[config.mk]
export PLATFORM = sky130hd
export DESIGN_NAME = uart_tx_fifo
export DESIGN_NICKNAME = d
export VERILOG_FILES = /design/src/rtl/uart_tx_fifo.sv
export SDC_FILE = /design/constraint.sdc
export NUM_CORES = 1
export LEC_CHECK = 0
export CORE_MARGIN = 4
export CORE_UTILIZATION = 39
export DETAILED_ROUTE_END_ITERATION = 8
export GPL_TIMING_DRIVEN = 0
export SYNTH_ARGS = -nofsm -noshare
export SYNTH_HDL_FRONTEND = slang
export SYNTH_SLANG_ARGS = --single-unit
[constraint.sdc]
create_clock -name clk -period 2.1 [get_ports clk]
set_input_delay 0.21 -clock clk [delete_from_list [all_inputs] [get_ports clk]]
set_output_delay 0.21 -clock clk [all_outputs]
set_load 0.05 [all_outputs]
[src/rtl/uart_tx_fifo.sv]
// uart_tx_fifo: 8N1 LSB-first UART transmitter fed by a small byte FIFO.
// Ports: clk, rst_n (sync, active-low), ena (run/freeze), wr_data/wr_valid/wr_ready
// (push handshake), tx/tx_oe (serial pad and its enable), busy (frame in flight),
// fifo_count (queued bytes).
module uart_tx_fifo #(
  parameter int CLKS_PER_BIT = 16,
  parameter int FIFO_DEPTH   = 4
) (
  input  logic                          clk,
  input  logic                          rst_n,
  input  logic                          ena,
  input  logic [7:0]                    wr_data,
  input  logic                          wr_valid,
  output logic                          wr_ready,
  output logic                          tx,
  output logic                          tx_oe,
  output logic                          busy,
  output logic [$clog2(FIFO_DEPTH):0]   fifo_count
);

  localparam int AW = $clog2(FIFO_DEPTH);
  localparam int CW = (CLKS_PER_BIT > 1) ? $clog2(CLKS_PER_BIT) : 1;

  typedef enum logic [1:0] {
    IDLE,
    START,
    DATA,
    STOP
  } state_t;

  logic [7:0]    mem [FIFO_DEPTH];
  logic [AW-1:0] wptr;
  logic [AW-1:0] rptr;
  logic [7:0]    shift;
  logic [2:0]    idx;
  logic [CW-1:0] cnt;
  state_t        state;

  logic push;
  logic pop;
  logic tick;
  logic have;

  assign have = (fifo_count != '0);

  // tx_oe doubles as "out of reset", so wr_ready stays low in the reset cycle
  assign wr_ready = tx_oe && (fifo_count < (AW+1)'(FIFO_DEPTH));
  assign push = wr_valid && wr_ready;
  assign tick = ena && (cnt == CW'(CLKS_PER_BIT - 1));

  // The FSM consumes the head byte from IDLE, or at the end of a stop bit
  assign pop = ena && have &&
               ((state == IDLE) || ((state == STOP) && tick));

  always_ff @(posedge clk) begin
    if (push) begin
      mem[wptr] <= wr_data;
    end
  end

  always_ff @(posedge clk) begin
    if (!rst_n) begin
      wptr       <= '0;
      rptr       <= '0;
      fifo_count <= '0;
    end else begin
      if (push) wptr <= wptr + 1'b1;
      if (pop)  rptr <= rptr + 1'b1;
      unique case ({push, pop})
        2'b10:   fifo_count <= fifo_count + 1'b1;
        2'b01:   fifo_count <= fifo_count - 1'b1;
        default: fifo_count <= fifo_count;
      endcase
    end
  end

  always_ff @(posedge clk) begin
    if (!rst_n) begin
      state <= IDLE;
      cnt   <= '0;
      idx   <= '0;
      shift <= '0;
      tx    <= 1'b1;
      busy  <= 1'b0;
      tx_oe <= 1'b0;
    end else begin
      tx_oe <= 1'b1;
      if (ena) begin
        unique case (state)
          IDLE: begin
            if (have) begin
              shift <= mem[rptr];
              cnt   <= '0;
              state <= START;
              tx    <= 1'b0;
              busy  <= 1'b1;
            end
          end
          START: begin
            if (tick) begin
              cnt   <= '0;
              idx   <= '0;
              state <= DATA;
              tx    <= shift[0];
            end else begin
              cnt <= cnt + 1'b1;
            end
          end
          DATA: begin
            if (tick) begin
              cnt <= '0;
              if (idx == 3'd7) begin
                state <= STOP;
                tx    <= 1'b1;
              end else begin
                idx <= idx + 3'd1;
                tx  <= shift[idx + 3'd1];
              end
            end else begin
              cnt <= cnt + 1'b1;
            end
          end
          STOP: begin
            if (tick) begin
              cnt <= '0;
              if (have) begin
                // next frame starts with no idle gap
                shift <= mem[rptr];
                state <= START;
                tx    <= 1'b0;
              end else begin
                state <= IDLE;
                tx    <= 1'b1;
                busy  <= 1'b0;
              end
            end else begin
              cnt <= cnt + 1'b1;
            end
          end
          default: begin
            state <= IDLE;
            tx    <= 1'b1;
            busy  <= 1'b0;
          end
        endcase
      end
    end
  end

endmodule

==> flow_metrics.tcl, run 1 <==
set metrics [dict create \
    status "complete, but fails checks" \
    failed_checks "negative setup slack" \
    path_common_cell "ha_4" \
    critPathRequiredTime_ps 2360 \
    n_antenna_cell 0 \
    drtIter0Drc 46 \
    avgViaCountPerCell 5.13 \
    finalSetupViolations 1 \
    vdd_drop_max_mv 0.517 \
    fin_crit_ps 2140 \
    cts.sinks 61 \
    ys_types 43 \
    cp_data_arrival_time_ps 2400 \
    clk_path_buf_depth 2 \
    worst_setup_path_end_kind "register" \
    initial_core_util_pct 40.1 \
    drive_gt1_share_pct 23.3 \
    tns_ps -41.6 \
    dp_hpwl_mm 3.31 \
    postRouteWirelength_mm 4.99 \
    leakagePower_nw 1.21 \
    cts-root-buf "clkbuf_8" \
    syn_area_per_cell_um2 12.8 \
    yosys_warnings 0 \
    max_slew_margin_pct 66.5 \
    cts_buffers 9 \
    fin_crit_sh_pct 102 \
    gp_congestion 0.782 \
    synth_area_um2 2710 \
    grt_max_degree 14 \
    whs_ps 294 \
    power_w 0.00391 \
    worst_slack_ps -41.6 \
    area_delta_synth_final_pct 23.7 \
    slew_viol_final 0 \
    postSynthNetCount 237 \
    synth_flop_cell "edfxtp_1" \
    wl_per_cell_um 15.0 \
    synth_seq_area_share_pct 57.0 \
    worst_path_max_delay_cell "dfxtp_4" \
    num_rows 30 \
    worstPathCellList "ha_4, and4_4, o211a_4, ha_4, inv_2, fa_2, xor2_1, or3_1, a21oi_2" \
    fill_cells 627 \
    port_buffers 17 \
    dieArea_um2 8340 \
    p_per_area_nw_per_um2 1170 \
    final_common_cell "edfxtp_1" \
    antenna_found_initial 0 \
    crit_buf_inv 1 \
    worstMarginPinSlew_ps 502 \
    htreeDepth 3 \
    vias 1709 \
    cpPeakStageDelay_ps 390 \
    timing.fmax_ghz 0.467 \
    ys_async_sr_fraction_pct 0 \
    utilization_pct 49.5 \
    grt_pass1_vias 1794 \
    die-width_um 91.3 \
    ys_seq_elements 61 \
    nNetsFinal 274 \
    path_clk_slew_ps 80 \
    worst_hold_path_type "input port to register" \
    pin_count 19 \
    final_cell_mix "32 x edfxtp_1, 29 x nor2_1, 22 x dfxtp_1" \
    path_delay_family "adder cells" \
    hold_viol 0 \
    grt_pass1_wl_mm 8.63 \
    tritoncts "yes" \
    cap_violations 0 \
    drc 0 \
    ant_nets 0 \
    clock_latency_ps 340 \
    skew_ps 9.39 \
    grt_use_total_pct 13.5 \
    firstDrtPassIters 4 \
    dp_slack_ps -214 \
    grt_overflow 0 \
    rsz0062_at_grt "true" \
    synthCells 211 \
    synth-edff-count 32 \
    cp_max_fo 3 \
    critPathLaunchType "register" \
    core_um2 6760 \
    die_height_um 91.3 \
    crit_type "register to register" \
]
==> sequential cells by signal, indices dropped and copies added, names as in the netlist, named ones only <==
name,flops
busy,1
rptr,2
state,2
idx,3
cnt,4
fifo_count,3
mem,32
tx_oe,1
wptr,2
shift,8
tx,1
==> where the power goes <==
group	total (W)	leakage [nW]	internal, W	switching (W)
Clock	0.00108	0.101	0.000564	0.000516
Combinational	0.00131	0.575	0.000593	0.000718
Sequential	0.00152	0.532	0.00142	0.000101
Total	0.00391	1.21	0.00258	0.00134
==> cell usage after synthesis, drive strengths merged (2+ instances only) <==
cell | instances | area (µm²)
buf | 5 | 30.0
inv | 10 | 37.5
xnor2 | 2 | 17.5
ha | 13 | 163
o21ai | 4 | 23.8
mux2i | 15 | 150
xor2 | 3 | 26.3
nor2b | 2 | 12.5
or3 | 2 | 12.5
clkbuf | 4 | 15.0
and3 | 2 | 12.5
mux4 | 9 | 203
edfxtp | 32 | 961
nand2 | 5 | 18.8
nor3 | 4 | 20.0
a211oi | 4 | 35.0
a22oi | 2 | 15.0
nand4 | 3 | 18.8
nand2b | 2 | 12.5
dfxtp | 29 | 581
nor2 | 29 | 109
a21oi | 8 | 40.0
and2 | 6 | 37.5
==> area by class of cell <==
type                            instances  area, µm²  share of cell area, %
Timing Repair Buffer                   26        238                   7.10
Clock buffer                            9        124                   3.70
Multi-Input combinational cell        130       1140                   34.2
Inverter                               11       45.0                   1.35
Clock inverter                          7       81.3                   2.43
Tap cell                               80        100                   2.99
Buffer                                  9       47.5                   1.42
Sequential cell                        61       1570                   46.8
==> worst reg2reg max path, delay by kind of cell (launching register included) <==
family | cells | cell delay, ps
flip-flops | 1 | 390
XOR/XNOR | 1 | 160
adder cells (fa/ha/maj) | 3 | 620
AND/OR/NAND/NOR | 2 | 540
buffers and inverters | 1 | 30
AO/OA/AOI/OAI | 2 | 320
==> stage by stage <==
step	instance area (µm²)	instances
after floorplan	2760	211
after global placement	3030	308
after detailed placement	3030	308
after CTS	3330	331
after global routing	3350	333
final	3350	333
==> cells by family (layout without fill, tap and decap cells) <==
family	Yosys count	after routing	synth area share (%)
simple gates	59	59	10.6
fa+ha+maj	14	14	6.75
buf+inv	20	62	3.19
compound gates	28	28	7.81
xor+xnor	5	5	1.62
flops	61	61	57.0
mux	24	24	13.0
==> final timing paths <==
path,end,cells after the start,startpoint,slack (ps)
worst max-delay path,fifo_count[2],9,state[0],-40
worst min-delay path,tx,3,ena,290
worst max register to register,fifo_count[2],9,state[0],-40
worst min register to register,tx,2,tx,480
==> per-layer routing <==
layer	global-route usage, %	part of all wire (%)	vias up
li1	-	-	851
met1	16.3	47	827
met2	21.8	48	20
met3	3.40	2.8	11
met4	7.79	2.6	0
met5	0	0	-
==> repair_timing <==
action / CTS / global route
pin swaps: 3 / 2
resized for setup: 9 / 2
hold endpoints to repair: 0 / 0
hold buffers: 0 / 0
buffers inserted: 7 / 2
endpoints found under the setup margin: 2 / 1
Note: power is estimated with default switching activity, not from simulation.
==> run 2: changes to the inputs <==
--- a/config.mk
+++ b/config.mk
@@ -5,7 +5,7 @@
 export SDC_FILE = /design/constraint.sdc
 export NUM_CORES = 1
 export LEC_CHECK = 0
-export CORE_MARGIN = 4
+export CORE_MARGIN = 2
 export CORE_UTILIZATION = 39
 export DETAILED_ROUTE_END_ITERATION = 8
 export GPL_TIMING_DRIVEN = 0
==> run 2 against run 1 <==
The run now ends clean; sequential power barely moved; critical path depth unchanged; sequential cell count unchanged; combinational power barely moved; final cell count down 0.60%; non-clock buffer count shrank 2; final area shrank 1.3%.
==> flow_metrics.tcl, run 2 (same netlist as run 1, synthesis figures left out) <==
set metrics [dict create \
    path_clk_slew_ps 70 \
    tritoncts "yes" \
    hold_depth 3 \
    final_cell_mix "32 x edfxtp_1, 29 x nor2_1, 22 x dfxtp_1" \
    nNetsFinal 272 \
    fin_crit_ps 2040 \
    clock_latency_ps 340 \
    p_per_area_nw_per_um2 1140 \
    cap_violations 0 \
    skew_ps 6.10 \
    gp_congestion 0.746 \
    postRouteWirelength_mm 4.81 \
    grt_use_total_pct 14.4 \
    wl_per_cell_um 14.5 \
    grt_pass1_wl_mm 8.21 \
    leakagePower_nw 1.19 \
    utilization_pct 48.9 \
    htreeDepth 3 \
    ff2ff_path_depth 9 \
    finalSetupViolations 0 \
    worstMarginPinSlew_ps 510 \
    cts_buffers 9 \
    regMostFlops "mem" \
    port_buffers 17 \
    clk_path_buf_depth 2 \
    dp_hpwl_mm 3.22 \
    dieArea_um2 7620 \
    fin_crit_sh_pct 97.1 \
    final_common_cell "edfxtp_1" \
    stdcell_count 331 \
    worst_setup_path_end_kind "register" \
    n_antenna_cell 0 \
    crit_type "register to register" \
    vias 1669 \
    dp_cells 308 \
    die-width_um 87.3 \
    timing.fmax_ghz 0.490 \
    cts.sinks 61 \
    fill_cells 622 \
    status "finished clean" \
    die_height_um 87.3 \
    ant_nets 0 \
    reg.largest.list "mem x32, shift x8, cnt x4" \
    num_rows 30 \
    grt_max_degree 14 \
    largest_reg_flops 32 \
    cp_data_arrival_time_ps 2300 \
    area_delta_synth_final_pct 22.0 \
    drive_gt1_share_pct 22.7 \
    firstDrtPassIters 5 \
    initial_core_util_pct 40.1 \
    core_um2 6760 \
    drc 0 \
    hold_viol 0 \
    cp_max_fo 3 \
    pin_count 19 \
    cts-root-buf "clkbuf_8" \
    critPathRequiredTime_ps 2360 \
    drtIter0Drc 95 \
    regArea_um2 1570 \
    slew_viol_final 0 \
    worst_hold_path_type "input port to register" \
    max_slew_margin_pct 66.0 \
    grt_pass1_vias 1656 \
    avgViaCountPerCell 5.04 \
    grt_overflow 0 \
    antenna_found_initial 0 \
    critPathLaunchType "register" \
    rsz0062_at_grt "true" \
    vdd_drop_max_mv 0.501 \
    multi_input_area_um2 1140 \
]
## run 2: changes by cell type in the layout (fill, tap and decap cells not counted), sizes merged
cell / change
inv: +2
clkinv: -1
clkbuf: -2
bufinv: -1
## run 2: metrics by stage
step | hold slack [ps] | total power (W) | setup WS, ps | cell area (µm²) | setup TNS, ps
global route | 340 | 0.00401 | -53.1 | 3300 | -53.1
CTS | 302 | 0.00377 | -5.46 | 3280 | -5.46
floorplan | 238 | 0.00245 | -17.0 | 2760 | -17.0
global placement | 467 | 0.00273 | -159 | 3030 | -201
finish | 320 | 0.00376 | 60.8 | 3300 | 0
detailed placement | 476 | 0.00274 | -197 | 3030 | -255
## run 2: metal layers
layer  part of all wire [%]  up-vias  wire length (µm)  track usage [%]
met5                      0        -                 0                0
met4                    2.0        0                94             5.17
met3                    3.7       11               176             5.02
met2                     46       25              2210             21.7
met1                     48      787              2330             19.1
li1                       -      846                 -                -
## run 2: layout make-up
type | instances | share of cell area [%]
flip-flops and latches | 61 | 47.5
plain buffers | 8 | 1.33
well taps | 80 | 3.03
repair buffers | 25 | 6.97
multi-input cells | 130 | 34.5
clock buffers | 9 | 3.75
clock inverters | 7 | 1.67
inverters | 11 | 1.25
## run 2: critical path, cell delays in order, from the launching register on
cell and delay, ps:
dfxtp_4 370, ha_4 130, and4_4 230, o211a_4 170, ha_4 130, inv_2 40, fa_2 330, xor2_1 150
or3_1 300, a21oi_1 110
## run 2: path summary, 6_finish.rpt
path,from,endpoint,slack (ps)
min reg2reg,tx,tx,490
max,cnt[1],fifo_count[2],60
max reg2reg,cnt[1],fifo_count[2],60
min,ena,tx,320
## run 2: timing repair
action / CTS / global route
setup endpoints to repair: 2 / 1
hold buffers: 0 / 0
hold endpoints to repair: 0 / 0
resized for setup: 7 / 4
buffers inserted: 7 / 1
pin swaps: 5 / 0
## run 2: where the power goes
part | internal (W) | leakage (nW) | switching, W
clock | 0.000441 | 0.0870 | 0.000502
sequential | 0.00142 | 0.532 | 0.0000960
combinational | 0.000593 | 0.571 | 0.000705
total | 0.00245 | 1.19 | 0.00130
==> run 3: changes to the inputs <==
--- a/config.mk
+++ b/config.mk
@@ -8,6 +8,7 @@
 export CORE_MARGIN = 2
 export CORE_UTILIZATION = 39
 export DETAILED_ROUTE_END_ITERATION = 8
+export GPL_ROUTABILITY_DRIVEN = 0
 export GPL_TIMING_DRIVEN = 0
 export SYNTH_ARGS = -nofsm -noshare
 export SYNTH_HDL_FRONTEND = slang
==> constraint.sdc (replaced) <==
create_clock -name clk -period 2.6 [get_ports clk]
set_input_delay 0.26 -clock clk [delete_from_list [all_inputs] [get_ports clk]]
set_output_delay 0.26 -clock clk [all_outputs]
set_load 0.05 [all_outputs]
==> run 3 against run 2 <==
Final area down 3.7%; die area unchanged; largest power group unchanged; critical path type unchanged; hold slack better by 31 ps; largest cell class unchanged; combinational power down 26%; sequential share of layout area up 1.0 points; highest routed layer unchanged; non-clock buffer count down 7.
==> flow_metrics.tcl, run 3 (same netlist as run 1, synthesis figures left out) <==
set metrics [dict create \
    grt_pass1_vias 1602 \
    vias 1663 \
    power.switching_w 0.00102 \
    cts.sinks 61 \
    grt_use_total_pct 13.5 \
    cp_data_arrival_time_ps 2740 \
    tns_ps 0 \
    cp_max_fo 6 \
    startpoint "cnt[0]" \
    vdd_drop_max_mv 0.400 \
    port_buffers 17 \
    pin_count 19 \
    p_per_area_nw_per_um2 945 \
    critPathRequiredTime_ps 2870 \
    timing.fmax_ghz 0.405 \
    worst_setup_path_end_kind "register" \
    fin_crit_ps 2470 \
    die-width_um 87.3 \
    worst_hold_path_type "input port to register" \
    p_int_w 0.00199 \
    hold_viol 0 \
    switching_share_pct 33.9 \
    num_rows 30 \
    initial_core_util_pct 40.1 \
    critPathLaunchType "register" \
    ff2ff_path_depth 9 \
    ant_nets 0 \
    grt_pass1_wl_mm 7.51 \
    n_antenna_cell 0 \
    clkPwrFrac_pct 27.9 \
    cts-root-buf "clkbuf_8" \
    final_cell_mix "32 x edfxtp_1, 29 x nor2_1, 29 x dfxtp_1" \
    dp_hpwl_mm 3.25 \
    htreeDepth 3 \
    crit_type "register to register" \
    clock_latency_ps 340 \
    largest_reg_flops 32 \
    p_seq_share_pct 40.3 \
    r2r-end "fifo_count[2]" \
    area_delta_synth_final_pct 17.5 \
    tritoncts "yes" \
    finalSetupViolations 0 \
    regMostFlops "mem" \
    grt_overflow 0 \
    postRouteWirelength_mm 4.76 \
    path_clk_slew_ps 70 \
    slew_viol_final 0 \
    r2r_slack_ps 130 \
    fin_crit_sh_pct 95.0 \
    core_um2 6760 \
    skew_ps 5.85 \
    leakagePower_nw 1.16 \
    reg.largest.list "mem x32, shift x8, cnt x4" \
    firstDrtPassIters 6 \
    grt_max_degree 13 \
    avgViaCountPerCell 5.13 \
    drc 0 \
    max_slew_margin_pct 66.5 \
    placed_area_um2 2980 \
    rsz0062_at_grt "false" \
    dieArea_um2 7620 \
    cts_buffers 9 \
    drtIter0Drc 49 \
    die_height_um 87.3 \
    status "finished clean" \
    wl_per_cell_um 14.7 \
    hold_depth 3 \
    worstMarginPinSlew_ps 502 \
    timing.rr.start "cnt[0]" \
    hold_buffers 0 \
    cap_violations 0 \
    stdcell_area_um2 3180 \
    antenna_found_initial 0 \
    drive_gt1_share_pct 14.3 \
    clk_path_buf_depth 2 \
    nNetsFinal 265 \
    final_common_cell "edfxtp_1" \
    crit_path_end "fifo_count[2]" \
    combPwrFrac_pct 31.8 \
    utilization_pct 47.1 \
]
==> run 3: changes by cell type in the layout (fill, tap and decap cells not counted), sizes merged <==
cell	change
clkbuf	+1
buf	-8
inv	-4
bufinv	+1
clkinv	+3
==> run 3: critical path: stages (launching register included) <==
cell	delay (ps)
dfxtp_1	410
ha_1	280
and4_2	330
o211a_1	200
ha_1	190
inv_1	60
fa_1	370
xor2_1	150
or3_1	300
a21oi_1	130
==> run 3: timing repair <==
item | 4_1_cts | 5_1_grt
endpoints found under the hold margin | 0 | 0
resized for setup | 0 | 1
buffers inserted | 0 | 0
endpoints found under the setup margin | 0 | 1
==> run 3: worst min path at each step <==
stage	endpoint	from	slack [ps]
2_1_floorplan	tx_oe	rst_n	290
3_3_place_gp	shift[4]	shift[4]	470
3_5_place_dp	tx	tx	480
4_1_cts	tx	ena	330
5_1_grt	tx	ena	370
6_report	tx	ena	350
==> run 3: stage by stage <==
stage               power, W  setup slack, ps  instances  hold WS (ps)
detailed placement   0.00219              108        308           481
finish               0.00301              130        324           351
floorplan            0.00196              209        211           288
CTS                  0.00304             88.0        324           331
global placement     0.00218              125        308           473
global route         0.00318             3.95        324           371
==> run 3: power by group through the flow <==
stage | Combinational, W | Clock [W] | Sequential (W)
finish | 0.000957 | 0.000839 | 0.00121
global route | 0.00105 | 0.000906 | 0.00123
CTS | 0.000961 | 0.000869 | 0.00121
detailed placement | 0.000955 | 0 | 0.00123
global placement | 0.000952 | 0 | 0.00123
floorplan | 0.000634 | 0 | 0.00132
==> run 3: layer usage <==
layer  global-route usage, %  routed length (µm)  vias up
met5                       0                   0        -
met4                    6.01                  95        0
met3                    5.12                 187       11
met2                    21.5                2270       25
met1                    16.1                2210      794
li1                        -                   -      833
==> run 3: final cells by class <==
class / instances / area, µm²
Buffer: 9 / 45.0
Timing Repair Buffer: 17 / 170
Clock buffer: 9 / 124
Inverter: 11 / 41.3
Tap cell: 80 / 100
Multi-Input combinational cell: 130 / 1080
Sequential cell: 61 / 1540
Fill cell: 617 / 3580
Clock inverter: 7 / 76.3
